$ cat config.mk
export PLATFORM = sky130hd
export DESIGN_NAME = mem_port_arbiter
export DESIGN_NICKNAME = d
export VERILOG_FILES = /design/src/rtl/mem_port_arbiter_pkg.sv /design/src/rtl/mem_port_arbiter_run_counter.sv /design/src/rtl/mem_port_arbiter.sv
export SDC_FILE = /design/constraint.sdc
export NUM_CORES = 1
export LEC_CHECK = 0
export CAP_MARGIN = 0
export CELL_PAD_IN_SITES_DETAIL_PLACEMENT = 1
export CELL_PAD_IN_SITES_GLOBAL_PLACEMENT = 1
export CORE_ASPECT_RATIO = 0.8
export CORE_MARGIN = 4
export CORE_UTILIZATION = 10
export DETAILED_ROUTE_END_ITERATION = 10
export PLACE_DENSITY_LB_ADDON = 0.25
export SETUP_SLACK_MARGIN = 0.4
export SYNTH_ARGS = -nofsm -noshare
export SYNTH_HDL_FRONTEND = slang
export SYNTH_HIERARCHICAL = 1
export SYNTH_SLANG_ARGS = --single-unit
$ cat constraint.sdc
create_clock -name clk -period 2 [get_ports clk]
set_input_delay 0.4 -clock clk [delete_from_list [all_inputs] [get_ports clk]]
set_output_delay 0.4 -clock clk [all_outputs]
set_load 0.05 [all_outputs]
$ cat src/rtl/mem_port_arbiter_pkg.sv
// Shared types and defaults for the IF/MEM single-port RAM arbiter.
// Owner encoding is also used by the pipeline debug taps.
`ifndef RV_PIPE_CFG_MAX_D_RUN
`define RV_PIPE_CFG_MAX_D_RUN 4
`endif

package mem_port_arbiter_pkg;

  localparam int ADDR_W_DEF = 32;
  localparam int DATA_W_DEF = 32;

  localparam int MAX_D_RUN_DEF = `RV_PIPE_CFG_MAX_D_RUN;

  typedef enum logic [1:0] {
    OWN_NONE = 2'd0,
    OWN_IF   = 2'd1,
    OWN_D    = 2'd2
  } owner_e;

  function automatic int run_w(input int max_run);
    return $clog2(max_run + 1);
  endfunction

endpackage

$ cat src/rtl/mem_port_arbiter_run_counter.sv
// Saturating count of consecutive data grants taken while a fetch waits.
// at_max tells the arbiter to hand the next slot to IF.
module arb_run_counter
  import mem_port_arbiter_pkg::*;
#(
  parameter int MAX_RUN = MAX_D_RUN_DEF,
  parameter int W       = run_w(MAX_D_RUN_DEF)
) (
  input  logic         clk,
  input  logic         rst,
  input  logic         inc,
  input  logic         clr,
  output logic [W-1:0] run_q,
  output logic         at_max
);

  assign at_max = (run_q == W'(MAX_RUN));

  // count up on inc, hold at MAX_RUN, clear has priority
  always_ff @(posedge clk) begin
    if (rst || clr) begin
      run_q <= '0;
    end else if (inc && !at_max) begin
      run_q <= run_q + 1'b1;
    end
  end

endmodule

$ cat src/rtl/mem_port_arbiter.sv
// One-access-per-cycle arbiter between fetch and load/store for a
// single-port RAM; data wins unless IF has waited MAX_D_RUN grants.
module mem_port_arbiter
  import mem_port_arbiter_pkg::*;
#(
  parameter int ADDR_W    = ADDR_W_DEF,
  parameter int DATA_W    = DATA_W_DEF,
  parameter int MAX_D_RUN = MAX_D_RUN_DEF
) (
  input  logic                clk,
  input  logic                rst,
  input  logic                if_req,
  input  logic [ADDR_W-1:0]   if_addr,
  output logic [DATA_W-1:0]   if_rdata,
  output logic                if_ack,
  input  logic                d_req,
  input  logic                d_we,
  input  logic [DATA_W/8-1:0] d_wstrb,
  input  logic [ADDR_W-1:0]   d_addr,
  input  logic [DATA_W-1:0]   d_wdata,
  output logic [DATA_W-1:0]   d_rdata,
  output logic                d_ack,
  output logic                mem_en,
  output logic [DATA_W/8-1:0] mem_we,
  output logic [ADDR_W-1:0]   mem_addr,
  output logic [DATA_W-1:0]   mem_wdata,
  input  logic [DATA_W-1:0]   mem_rdata,
  output logic                stall_if,
  output logic                stall_mem
);

  localparam int RW = run_w(MAX_D_RUN);

  owner_e        owner_q;
  owner_e        owner_d;
  logic          grant_d;
  logic          grant_if;
  logic          at_max;
  logic [RW-1:0] run_q;

  // data first; starvation guard yields to a waiting fetch
  always_comb begin
    grant_d  = 1'b0;
    grant_if = 1'b0;
    if (!rst) begin
      grant_d  = d_req && !(at_max && if_req);
      grant_if = if_req && !grant_d;
    end
  end

  arb_run_counter #(
    .MAX_RUN (MAX_D_RUN),
    .W       (RW)
  ) u_run (
    .clk    (clk),
    .rst    (rst),
    .inc    (grant_d && if_req),
    .clr    (grant_if || !if_req),
    .run_q  (run_q),
    .at_max (at_max)
  );

  // issue mux toward the RAM for the granted port
  always_comb begin
    mem_en    = 1'b0;
    mem_we    = '0;
    mem_addr  = if_addr;
    mem_wdata = d_wdata;
    owner_d   = OWN_NONE;
    unique case (1'b1)
      grant_d: begin
        mem_en   = 1'b1;
        mem_addr = d_addr;
        mem_we   = d_we ? d_wstrb : '0;
        owner_d  = OWN_D;
      end
      grant_if: begin
        mem_en  = 1'b1;
        owner_d = OWN_IF;
      end
      default: begin
        mem_en = 1'b0;
      end
    endcase
  end

  // remember who owns the access in flight
  always_ff @(posedge clk) begin
    if (rst) begin
      owner_q <= OWN_NONE;
    end else begin
      owner_q <= owner_d;
    end
  end

  assign if_ack    = !rst && (owner_q == OWN_IF);
  assign d_ack     = !rst && (owner_q == OWN_D);
  assign if_rdata  = mem_rdata;
  assign d_rdata   = mem_rdata;
  assign stall_if  = if_req && !if_ack;
  assign stall_mem = d_req && !d_ack;

endmodule

# == After elaboration in Yosys (flattened, before gate mapping) ==
# Cells that the tools add are included.
# Widths: inputs -> output; s select.
# totals
output_inout_bits,137
regBits,5
input_bits,137
word_cells,32
# op_classes
n_eq_ne,3
muxes,7
n_reduce_logical,19
n_addsub,1
# op_table
operator,n
$mux 32,1
$logic_and 1x1->1,9
$mux 4,2
$logic_not 1->1,7
$pmux 2 s2,1
$add 3x1->3 const B,1
$eq 3x3->1 const B,1
$mux 1,3
$eq 2x1->1 const B,1
$eq 2x2->1 const B,1
$logic_or 1x1->1,2
$reduce_or 2->1,1

# == Longest topological paths before layout ==
# logic_depth
word_depth,9
mapped_depth,7
ltp_nobuf,7

# == By module ==
# The synthesis kept the hierarchy.
# modules_own_cells
mod,instances,area_per_inst_um2,cells_each
mem_port_arbiter,1,1283.7,152
arb_run_counter,1,187.7,18

# == Worst setup path after synthesis ==
# No wires, ideal clock.
# synth_timing
path_type,input port to output port
startpoint,input rst
endpoint,output stall_mem
required_ns,1.600
path_buffers,1
arrival_time_ns,2.313
stages,3
slack_ns,-0.713
cell_sequence,buf_6 nor3b_1 nor2_1
# synth_between
elab_chain_len,4
# synth_lines
element,line_no,text
"start, declared",mem_port_arbiter.sv:11,"input logic rst,"
$logic_not 1->1,mem_port_arbiter.sv:97,assign d_ack = !rst && (owner_q == OWN_D);
$logic_and 1x1->1,mem_port_arbiter.sv:97,
named net d_ack,mem_port_arbiter.sv:22,"output logic d_ack,"
$logic_not 1->1,mem_port_arbiter.sv:101,assign stall_mem = d_req && !d_ack;
$logic_and 1x1->1,mem_port_arbiter.sv:101,
"end, declared",mem_port_arbiter.sv:29,output logic stall_mem
# The timed path passes the listed nets, and every way through them passes these cells.

# == Worst setup path in the final report ==
# layout_timing
startpoint,register u_run.run_q[1]
endpoint,output mem_addr[30]
# layout_between
elab_chain_len,6
# layout_lines
element,line_no,text
"start, declared",mem_port_arbiter_run_counter.sv:13,"output logic [W-1:0] run_q,"
"start signal, assigned",mem_port_arbiter_run_counter.sv:24,run_q <= run_q + 1'b1;
$eq 3x3->1,mem_port_arbiter_run_counter.sv:17,assign at_max = (run_q == W'(MAX_RUN));
named net at_max,mem_port_arbiter.sv:38,logic at_max;
$logic_and 1x1->1,mem_port_arbiter.sv:46,grant_d = d_req && !(at_max && if_req);
$logic_not 1->1,mem_port_arbiter.sv:46,
$logic_and 1x1->1,mem_port_arbiter.sv:46,
$mux 1,mem_port_arbiter.sv:45,if (!rst) begin
$mux 32,mem_port_arbiter.sv:70,unique case (1'b1)
"end, declared",mem_port_arbiter.sv:25,"output logic [ADDR_W-1:0] mem_addr,"
# The timed path passes the listed nets, and every way through them passes these cells.

==> impl_metrics.json <==
{
  "vias_per_cell": 3.00,
  "io_pins": 274,
  "fmax_ghz": 0.428,
  "drc": 0,
  "min_period_ps": 2340,
  "drt-wirelength-per-cell_um": 13.8,
  "final_layout_size_suffix_gt1_share_pct": 60.3,
  "row_count": 39,
  "maxCapViolCount": 0,
  "relSlewSlack_pct": 83.0,
  "final.setup_skew_ps": 0.383,
  "crit_top_cell": "buf_6",
  "wirelength_mm": 5.54,
  "layout_common_cells": "69 x clkdlybuf4s50_1, 33 x mux2_4, 28 x buf_6, 23 x buf_4, 16 x buf_12",
  "critPathRequiredTime_ps": 1600,
  "post-dp-hpwl_mm": 4.48,
  "die_h_um": 116,
  "synth_ff_type": "dfxtp_1",
  "grt-ovfl-total": 0,
  "clockBufferDepth": 2,
  "hold_violations": 0,
  "diodes": 0,
  "fin_nets": 359,
  "setup_viol": 39,
  "clock_latency_ps": 230,
  "grt_pass1_wl_mm": 8.01,
  "htree_num_levels": 1,
  "synth_compound_area_share_pct": 3.32,
  "final_antenna_net_count": 0,
  "yosys.area_share.simple_pct": 9.35,
  "first_iter_violations": 21,
  "grt_setup_unrepaired": "yes",
  "cp-end-kind": "output pin",
  "synth_cell_types": 21,
  "worstPathCellList": "inv_2, ha_4, and2_4, a211oi_4, buf_6, buf_12, mux2_2, buf_6",
  "cts_tree": "built",
  "port-buffer-count": 113,
  "clk_pin_slew_worst_paths_ps": 30,
  "root_buffer": "clkbuf_16",
  "hold_ws_ps": 605,
  "min_period_over_period_pct": 117,
  "peakVddDrop_uv": 214,
  "first_global_vias": 1359,
  "cp_slowest_cell": "mux2_2",
  "worst_slack_ps": -335,
  "cp.arrival_ps": 1940,
  "crit_type": "flop to output pin",
  "vias": 1210,
  "ys_seq_area_share_pct": 6.80,
  "syn_inst": 170,
  "avgSynthCellArea_sq_um": 8.66,
  "grt_max_degree": 12,
  "syn_area_sq_um": 1470,
  "yosys_warnings": 6,
  "die_x_um": 144,
  "violations": "negative setup slack",
  "min_path_type": "flop to flop",
  "max_stage_delay_ps": 340,
  "start_util_pct": 10.3,
  "synth_top_family_by_area": "buffers and inverters",
  "muxShareOfSynthArea_pct": 26.0,
  "synthXorXnorAreaFrac_pct": 0,
  "fp.coreArea_sq_um": 14300,
  "synth_edf_count": 0,
  "syn_nets": 309,
  "drt_first_pass_iters": 4,
  "cellLeakagePower_uw": 0.00120,
  "status": "finished with violations",
  "final_common_cell": "clkdlybuf4s50_1",
  "power_density_nw_per_um2": 412,
  "worstPathMaxFanout": 6,
  "slew_violations": 0,
  "syn2layout_area_growth_pct": 95.9,
  "ys_async_sr_fraction_pct": 0,
  "final_area_sq_um": 2880,
  "ys_ff_latch": 5,
  "antenna_found_initial": 0,
  "synth_adder_area_share_pct": 1.70,
  "tightestPinTransition_ps": 254,
  "cts.sinks": 5,
  "cts_buffers": 3,
  "dpl-instance-area_sq_um": 2450,
  "cp-start-kind": "flop",
  "die_area_sq_um": 16700,
  "routabilityCongestion": 0.673,
  "grtUsageTotal_pct": 6.23
}
## power breakdown
part	switching, uW	leakage [uW]	internal [uW]	total [uW]
Combinational	345	0.00112	399	744
Sequential	2.13	0.0000417	103	105
Clock	72.7	0.0000382	265	338
Total	419	0.00120	767	1190
## area by class of cell
type	count	area, sq um
clock buffer	4	78.8
timing repair buffer	145	1650
fill	1639	11500
inverter	3	11.3
sequential	5	103
multi-input combinational	62	813
tap	184	230
## kinds of logic (layout without fill, tap and decap cells)
| family | after synthesis | count (layout) |
|---|---|---|
| simple gates | 21 | 21 |
| mux | 34 | 34 |
| buf+inv | 103 | 152 |
| compound gates | 5 | 5 |
| flops | 5 | 5 |
| fa+ha+maj | 2 | 2 |
## routing by layer
| layer | GRT usage, % | wire, um | share of wire, % | vias to the layer above |
|---|---|---|---|---|
| met5 | 0 | 0 | 0 | - |
| met2 | 9.16 | 2560 | 46 | 82 |
| li1 | - | - | - | 558 |
| met1 | 8.31 | 2340 | 42 | 563 |
| met3 | 2.91 | 600 | 11 | 7 |
| met4 | 1.44 | 36 | 0.65 | 0 |
## synthesized netlist by cell type, types with 2 or more instances
cell | instances | share of area (%)
and2_1 | 5 | 2.1
buf_4 | 96 | 49
buf_6 | 4 | 3.1
dfxtp_1 | 5 | 6.8
ha_1 | 2 | 1.7
inv_1 | 3 | 0.77
mux2_1 | 3 | 2.3
mux2_2 | 31 | 24
nor2_1 | 4 | 1.0
nor3b_1 | 6 | 3.1
## worst paths after layout
kind / start / to / slack [ps] / depth (start not counted)
max reg2reg: u_run/run_q[1] / u_run/run_q[1] / -250 / 11
min: u_run/run_q[2] / u_run/run_q[2] / 610 / 2
min reg2reg: u_run/run_q[2] / u_run/run_q[2] / 610 / 2
max: u_run/run_q[1] / mem_addr[30] / -340 / 8
## critical path, delay by kind of cell, from the launching register on
family / cells / cell delay (ps)
AOI/OAI and AO/OA: 1 / 220
buffers and inverters: 4 / 510
adders and majority gates: 1 / 150
and+or+nand+nor: 1 / 160
muxes: 1 / 340
DFF: 1 / 320
## through the flow
stage	util [%]	setup TNS [ps]	setup WS [ps]	power (uW)	instances
floorplan	-	-1030	-37.6	976	170
global route	20.1	-14370	-412	1230	403
finish	20.1	-11510	-335	1190	403
global placement	17.1	-14450	-420	770	384
detailed placement	17.1	-15490	-450	774	384
CTS	19.9	-11440	-359	1200	400
## registers in the layout (all words and copies together), names as in the netlist
signal and count:
u_run/run_q 3, owner_q 2
## timing repair
| action | 4_1_cts | 5_1_grt |
|---|---|---|
| endpoints found under the setup margin | 44 | 44 |
| setup buffers | 10 | 3 |
| hold buffers | 0 | 0 |
| gates resized for setup | 60 | 2 |
| pin swaps | 10 | 2 |
| gates cloned | 2 | 0 |
Power figures use the tool's default switching activity.
